$ cat config.mk
export PLATFORM = sky130hd
export DESIGN_NAME = butterfly_stream
export DESIGN_NICKNAME = d
export VERILOG_FILES = /design/src/rtl/butterfly_stream.sv
export SDC_FILE = /design/constraint.sdc
export NUM_CORES = 2
export LEC_CHECK = 0
export BUFFER_PORTS_ARGS = -buffer_cell sky130_fd_sc_hd__buf_2
export CAP_MARGIN = 30
export CELL_PAD_IN_SITES_DETAIL_PLACEMENT = 0
export CELL_PAD_IN_SITES_GLOBAL_PLACEMENT = 1
export CORE_ASPECT_RATIO = 0.8
export CORE_MARGIN = 1
export CORE_UTILIZATION = 50
export DETAILED_ROUTE_END_ITERATION = 10
export GPL_TIMING_DRIVEN = 0
export MAX_ROUTING_LAYER = met4
export PLACE_DENSITY = 0.85
export SETUP_SLACK_MARGIN = 0.4
export SLEW_MARGIN = 0
export SYNTH_ARGS = -nofsm -noshare
export SYNTH_HDL_FRONTEND = slang
export SYNTH_SLANG_ARGS = --single-unit
$ cat constraint.sdc
create_clock -name clk -period 20.9 [get_ports clk]
set_input_delay 6.27 -clock clk [delete_from_list [all_inputs] [get_ports clk]]
set_output_delay 6.27 -clock clk [all_outputs]
set_load 0.05 [all_outputs]
$ cat src/rtl/butterfly_stream.sv
// Radix-2 complex butterfly X = A + B*W, Y = A - B*W with per-beat scaling and saturation.
// Latency: 4 cycles from input acceptance to out_valid (S1 reg, S2 mult, S3 sum, S4 shift/round/sat).
// Backpressure: all stages advance together when the output is empty or taken; in_ready = advance.
// Optional build macro BUTTERFLY_STREAM_ROUND_EN: round half up in S4 instead of floor truncation.
module butterfly_stream #(
  parameter int DATA_W = 16,
  parameter int TW_W   = 16,
  parameter int CNT_W  = 16
) (
  input  logic                     clk,
  input  logic                     rst,
  input  logic                     in_valid,
  output logic                     in_ready,
  input  logic signed [DATA_W-1:0] Ar,
  input  logic signed [DATA_W-1:0] Ai,
  input  logic signed [DATA_W-1:0] Br,
  input  logic signed [DATA_W-1:0] Bi,
  input  logic signed [TW_W-1:0]   Wr,
  input  logic signed [TW_W-1:0]   Wi,
  input  logic [1:0]               scale,
  output logic                     out_valid,
  input  logic                     out_ready,
  output logic signed [DATA_W-1:0] Xr,
  output logic signed [DATA_W-1:0] Xi,
  output logic signed [DATA_W-1:0] Yr,
  output logic signed [DATA_W-1:0] Yi,
  output logic [3:0]               sat,
  output logic [CNT_W-1:0]         sat_count,
  input  logic                     clear_count
);

  // Product width, and sum width with two guard bits so A + B*W can never overflow.
  localparam int PW = DATA_W + TW_W;
  localparam int SW = PW + 2;
  localparam logic signed [SW-1:0] MAXV = (SW'(1) <<< (DATA_W-1)) - SW'(1);
  localparam logic signed [SW-1:0] MINV = ~MAXV;
  localparam logic [CNT_W-1:0]     CNT_MAX = '1;

  logic advance;
  assign advance  = !out_valid || out_ready;
  assign in_ready = advance;

  logic s1_vld, s2_vld, s3_vld;

  logic signed [DATA_W-1:0] s1_ar, s1_ai, s1_br, s1_bi;
  logic signed [TW_W-1:0]   s1_wr, s1_wi;
  logic [1:0]               s1_scale;

  logic signed [DATA_W-1:0] s2_ar, s2_ai;
  logic signed [PW-1:0]     p_rr, p_ii, p_ri, p_ir;
  logic [1:0]               s2_scale;

  logic signed [SW-1:0]     s3_xr, s3_xi, s3_yr, s3_yi;
  logic [1:0]               s3_scale;

  logic signed [SW-1:0]     a_r, a_i, bw_r, bw_i;
  logic signed [DATA_W-1:0] xr_n, xi_n, yr_n, yi_n;
  logic [3:0]               sat_n;

  // Shift by TW_W-1+sc (optionally rounding first), then clamp; returns {clamped, value}.
  function automatic logic [DATA_W:0] shrink(input logic signed [SW-1:0] v, input logic [1:0] sc);
    logic signed [SW-1:0] rnd;
    logic signed [SW-1:0] t;
    int sh;
    sh = TW_W - 1 + int'(sc);
`ifdef BUTTERFLY_STREAM_ROUND_EN
    rnd = SW'(1) <<< (sh - 1);
`else
    rnd = '0;
`endif
    t = (v + rnd) >>> sh;
    if (t > MAXV)
      return {1'b1, MAXV[DATA_W-1:0]};
    else if (t < MINV)
      return {1'b1, MINV[DATA_W-1:0]};
    else
      return {1'b0, t[DATA_W-1:0]};
  endfunction

  // Valid bits move in lockstep; a 0 is a bubble that flows through harmlessly.
  always_ff @(posedge clk) begin
    if (rst) begin
      s1_vld    <= 1'b0;
      s2_vld    <= 1'b0;
      s3_vld    <= 1'b0;
      out_valid <= 1'b0;
    end else if (advance) begin
      s1_vld    <= in_valid;
      s2_vld    <= s1_vld;
      s3_vld    <= s2_vld;
      out_valid <= s3_vld;
    end
  end

  // S1: capture the accepted beat.
  always_ff @(posedge clk) begin
    if (advance && in_valid) begin
      s1_ar    <= Ar;
      s1_ai    <= Ai;
      s1_br    <= Br;
      s1_bi    <= Bi;
      s1_wr    <= Wr;
      s1_wi    <= Wi;
      s1_scale <= scale;
    end
  end

  // S2: four full-width partial products; A and scale ride along.
  always_ff @(posedge clk) begin
    if (advance && s1_vld) begin
      p_rr     <= PW'(s1_br) * PW'(s1_wr);
      p_ii     <= PW'(s1_bi) * PW'(s1_wi);
      p_ri     <= PW'(s1_br) * PW'(s1_wi);
      p_ir     <= PW'(s1_bi) * PW'(s1_wr);
      s2_ar    <= s1_ar;
      s2_ai    <= s1_ai;
      s2_scale <= s1_scale;
    end
  end

  // A is brought to the product's binary point (Q.TW_W-1) before summing.
  assign a_r  = SW'(s2_ar) <<< (TW_W - 1);
  assign a_i  = SW'(s2_ai) <<< (TW_W - 1);
  assign bw_r = SW'(p_rr) - SW'(p_ii);
  assign bw_i = SW'(p_ri) + SW'(p_ir);

  // S3: full-precision butterfly sums.
  always_ff @(posedge clk) begin
    if (advance && s2_vld) begin
      s3_xr    <= a_r + bw_r;
      s3_xi    <= a_i + bw_i;
      s3_yr    <= a_r - bw_r;
      s3_yi    <= a_i - bw_i;
      s3_scale <= s2_scale;
    end
  end

  // S4 combinational part: scale back to DATA_W with saturation flags.
  always_comb begin
    {sat_n[0], xr_n} = shrink(s3_xr, s3_scale);
    {sat_n[1], xi_n} = shrink(s3_xi, s3_scale);
    {sat_n[2], yr_n} = shrink(s3_yr, s3_scale);
    {sat_n[3], yi_n} = shrink(s3_yi, s3_scale);
  end

  // S4 output register; holds while stalled, sat only ever reflects a real beat.
  always_ff @(posedge clk) begin
    if (rst) begin
      Xr  <= '0;
      Xi  <= '0;
      Yr  <= '0;
      Yi  <= '0;
      sat <= '0;
    end else if (advance) begin
      if (s3_vld) begin
        Xr  <= xr_n;
        Xi  <= xi_n;
        Yr  <= yr_n;
        Yi  <= yi_n;
        sat <= sat_n;
      end else begin
        sat <= '0;
      end
    end
  end

  // Count transferred beats that clamped; sticks at all-ones, clear has priority.
  always_ff @(posedge clk) begin
    if (rst || clear_count)
      sat_count <= '0;
    else if (out_valid && out_ready && (|sat) && (sat_count != CNT_MAX))
      sat_count <= sat_count + CNT_W'(1);
  end

endmodule

==> results.sh <==
export IMPL_status="finished clean"
export IMPL_ys_async_sr_fraction_pct=0
export IMPL_cts_buffer_depth=3
export IMPL_final_core_util_pct=55.1
export IMPL_netlist_area_um2=62100
export IMPL_period_needed_ns=13.63
export IMPL_ys_seq_area_share_pct=19.8
export IMPL_yosys_warnings=0
export IMPL_rr_startpoint="s1_wr[15]"
export IMPL_cts_sink_count=438
export IMPL_dp_worst_setup_slack_ns=7.31
export IMPL_rr_worst_depth=23
export IMPL_ioPinCount=189
export IMPL_hold_depth=0
export IMPL_area_growth_pct=9.12
export IMPL_fillers=11100
export IMPL_hpwl_mm=172
export IMPL_path_class="in2out"
export IMPL_min_from="s1_ar[7]"
export IMPL_vias=46800
export IMPL_final_layout_size_suffix_gt1_share_pct=6.41
export IMPL_path_max_fanout=9
export IMPL_grt_pass1_wl_mm=308
export IMPL_finalSetupTns_ns=0
export IMPL_finalInstanceArea_um2=67800
export IMPL_coreArea_um2=123000
export IMPL_die_w_um=396
export IMPL_hold_path_class="reg2reg"
export IMPL_numCtsBuffers=52
export IMPL_path_clk_slew_ns=0.06
export IMPL_met2_length_mm=82.4
export IMPL_wl_mm=206
export IMPL_hold_buffers=0
export IMPL_initialDrtViolationCount=4853
export IMPL_drc=0
export IMPL_maxSlewHeadroom_pct=18.9
export IMPL_finalSetupViolations=0
export IMPL_overflow=0
export IMPL_critPathRequiredTime_ns=14.63
export IMPL_firstDrtPassIters=6
export IMPL_cp_start_kind="primary input"
export IMPL_antenna_found_initial=29
export IMPL_top_layer="met4"
export IMPL_clock_root_buffer="clkbuf_16"
export IMPL_grt_max_degree=129
export IMPL_fin_skew_ns=0.0496
export IMPL_cts_resized=0
export IMPL_yosysTopAreaCellShare_pct=33.9
export IMPL_insertion_delay_ns=0.70
export IMPL_met1Wirelength_mm=92.2
export IMPL_gp_congestion=1.03
export IMPL_drv_slew=0
export IMPL_timing_final_crit_share_pct=65.2
export IMPL_end_kind="output port"
export IMPL_synthesis_instances=6361
export IMPL_hold_violations=0
export IMPL_synth_edff_count=350
export IMPL_placed_area_um2=65700
export IMPL_start_util_pct=50.5
export IMPL_r2r_end="p_rr[30]"
export IMPL_final_antenna_net_count=0
export IMPL_htreeDepth=2
export IMPL_synth_distinct_cells=84
export IMPL_nets=8284
export IMPL_rsz0062_at_grt="no"
export IMPL_wl_met3_mm=23.3
export IMPL_whs_endpoint="s2_ar[7]"
export IMPL_multi_input_area_um2=44000
export IMPL_synth_ff_type="edfxtp_1"
export IMPL_post_cts_buffers=0
export IMPL_wl_per_cell_um=24.7
export IMPL_syn_avg_cell_area_um2=9.76
export IMPL_track_usage_pct=34.7
export IMPL_register_area_um2=12300
export IMPL_tightest_slew_ns=1.21
export IMPL_syn_nets=7984
export IMPL_synth_area_leader_cell="fa_1"
export IMPL_layout_setup_ws_ns=7.27
export IMPL_synth_seq_cells=438
export IMPL_critPathArrivalTime_ns=7.36
export IMPL_ff2ff_setup_slack_ns=11.74
export IMPL_cap_violations=0
export IMPL_die_area_um2=126000
export IMPL_fp_row_count=115
export IMPL_portBuffers=188
export IMPL_cts_tree="done"
export IMPL_grt_pass1_vias=47400
export IMPL_via_per_inst=5.59
export IMPL_synth_area_leaders="fa_1 34%, edfxtp_1 17%, ha_1 9.4%"
export IMPL_die_h_um=317
export IMPL_fmax_mhz=73.4
## critical path: stages
cell,delay [ns]
buf_2,0.10
nor2b_1,0.09
clkbuf_1,0.33
clkinv_1,0.27
buf_2,0.28
## registers in the layout (all words and copies together), names as in the netlist, 22 cells and up
name / cells
s3_yr: 22
p_rr: 32
s3_xi: 22
p_ii: 32
p_ir: 32
s3_yi: 22
s3_xr: 22
p_ri: 32
## worst max-delay path by stage
stage	startpoint	end	slack, ns	cells past startpoint
2_1_floorplan	out_ready	in_ready	7.55	3
3_3_place_gp	out_ready	in_ready	7.31	5
3_5_place_dp	out_ready	in_ready	7.31	5
4_1_cts	out_ready	in_ready	7.29	5
5_1_grt	out_ready	in_ready	7.16	5
6_report	out_ready	in_ready	7.27	5
## routing by layer
| metal | track usage, % | up-vias |
|---|---|---|
| li1 | - | 20500 |
| met1 | 50.0 | 23700 |
| met2 | 47.0 | 2162 |
| met3 | 9.02 | 314 |
| met4 | 12.0 | 0 |
| met5 | - | - |
## logic make-up (layout without fill, tap and decap cells)
logic type / Yosys count / in the layout / share of synthesized area (%)
AND/OR/NAND/NOR: 1687 / 1687 / 13.3
buffers and inverters: 1560 / 1904 / 9.44
adder cells (fa/ha/maj): 1520 / 1520 / 43.3
AO/OA/AOI/OAI: 774 / 774 / 8.12
flip-flops: 438 / 438 / 19.8
XOR/XNOR: 282 / 282 / 3.98
multiplexers: 100 / 100 / 2.10
other: 0 / 14 / 0
## synthesized netlist by cell type, types with 43 or more instances
library cell	instances
o21bai_1	54
nand2b_1	43
nand2_1	657
mux2i_1	63
fa_1	1052
nor2_1	239
clkbuf_1	260
xnor2_1	208
dfxtp_1	88
inv_1	1275
ha_1	468
xor2_1	74
and2_1	512
nand3_1	63
o21ai_0	149
edfxtp_1	350
a21o_1	84
a21oi_1	262
## per-stage QoR
step,hold slack (ns),instances
finish,0.418,8357
detailed placement,0.405,8222
CTS,0.419,8320
floorplan,0.400,6361
global placement,0.403,8187
global route,0.423,8350
## final cells by class
type / instances / share of cell area [%]
multi-input cells: 4363 / 64.9
flip-flops and latches: 438 / 18.1
inverters: 1279 / 7.11
well taps: 1638 / 3.02
repair buffers: 246 / 2.64
clock buffers: 63 / 2.06
plain buffers: 281 / 1.57
clock inverters: 35 / 0.557
diodes: 14 / 0.0517
## placed cells by master (no fill, tap or decap), types with 34 or more instances in the layout
cell	instances
a21o_1	84
nand3_1	63
a21oi_1	262
xor2_1	74
nor2b_1	34
xnor2_1	208
buf_8	41
fa_1	1052
clkbuf_1	268
o21bai_1	54
nand2_1	657
buf_2	190
nand2b_1	43
and2_1	512
mux2i_1	63
o21ai_0	149
ha_1	468
nor2_1	239
inv_1	1272
clkbuf_16	54
nor3_1	41
edfxtp_1	350
dfxtp_1	88
Power is not shown: default switching activity piles up to over one toggle a cycle in this logic, so the estimate is an artifact.
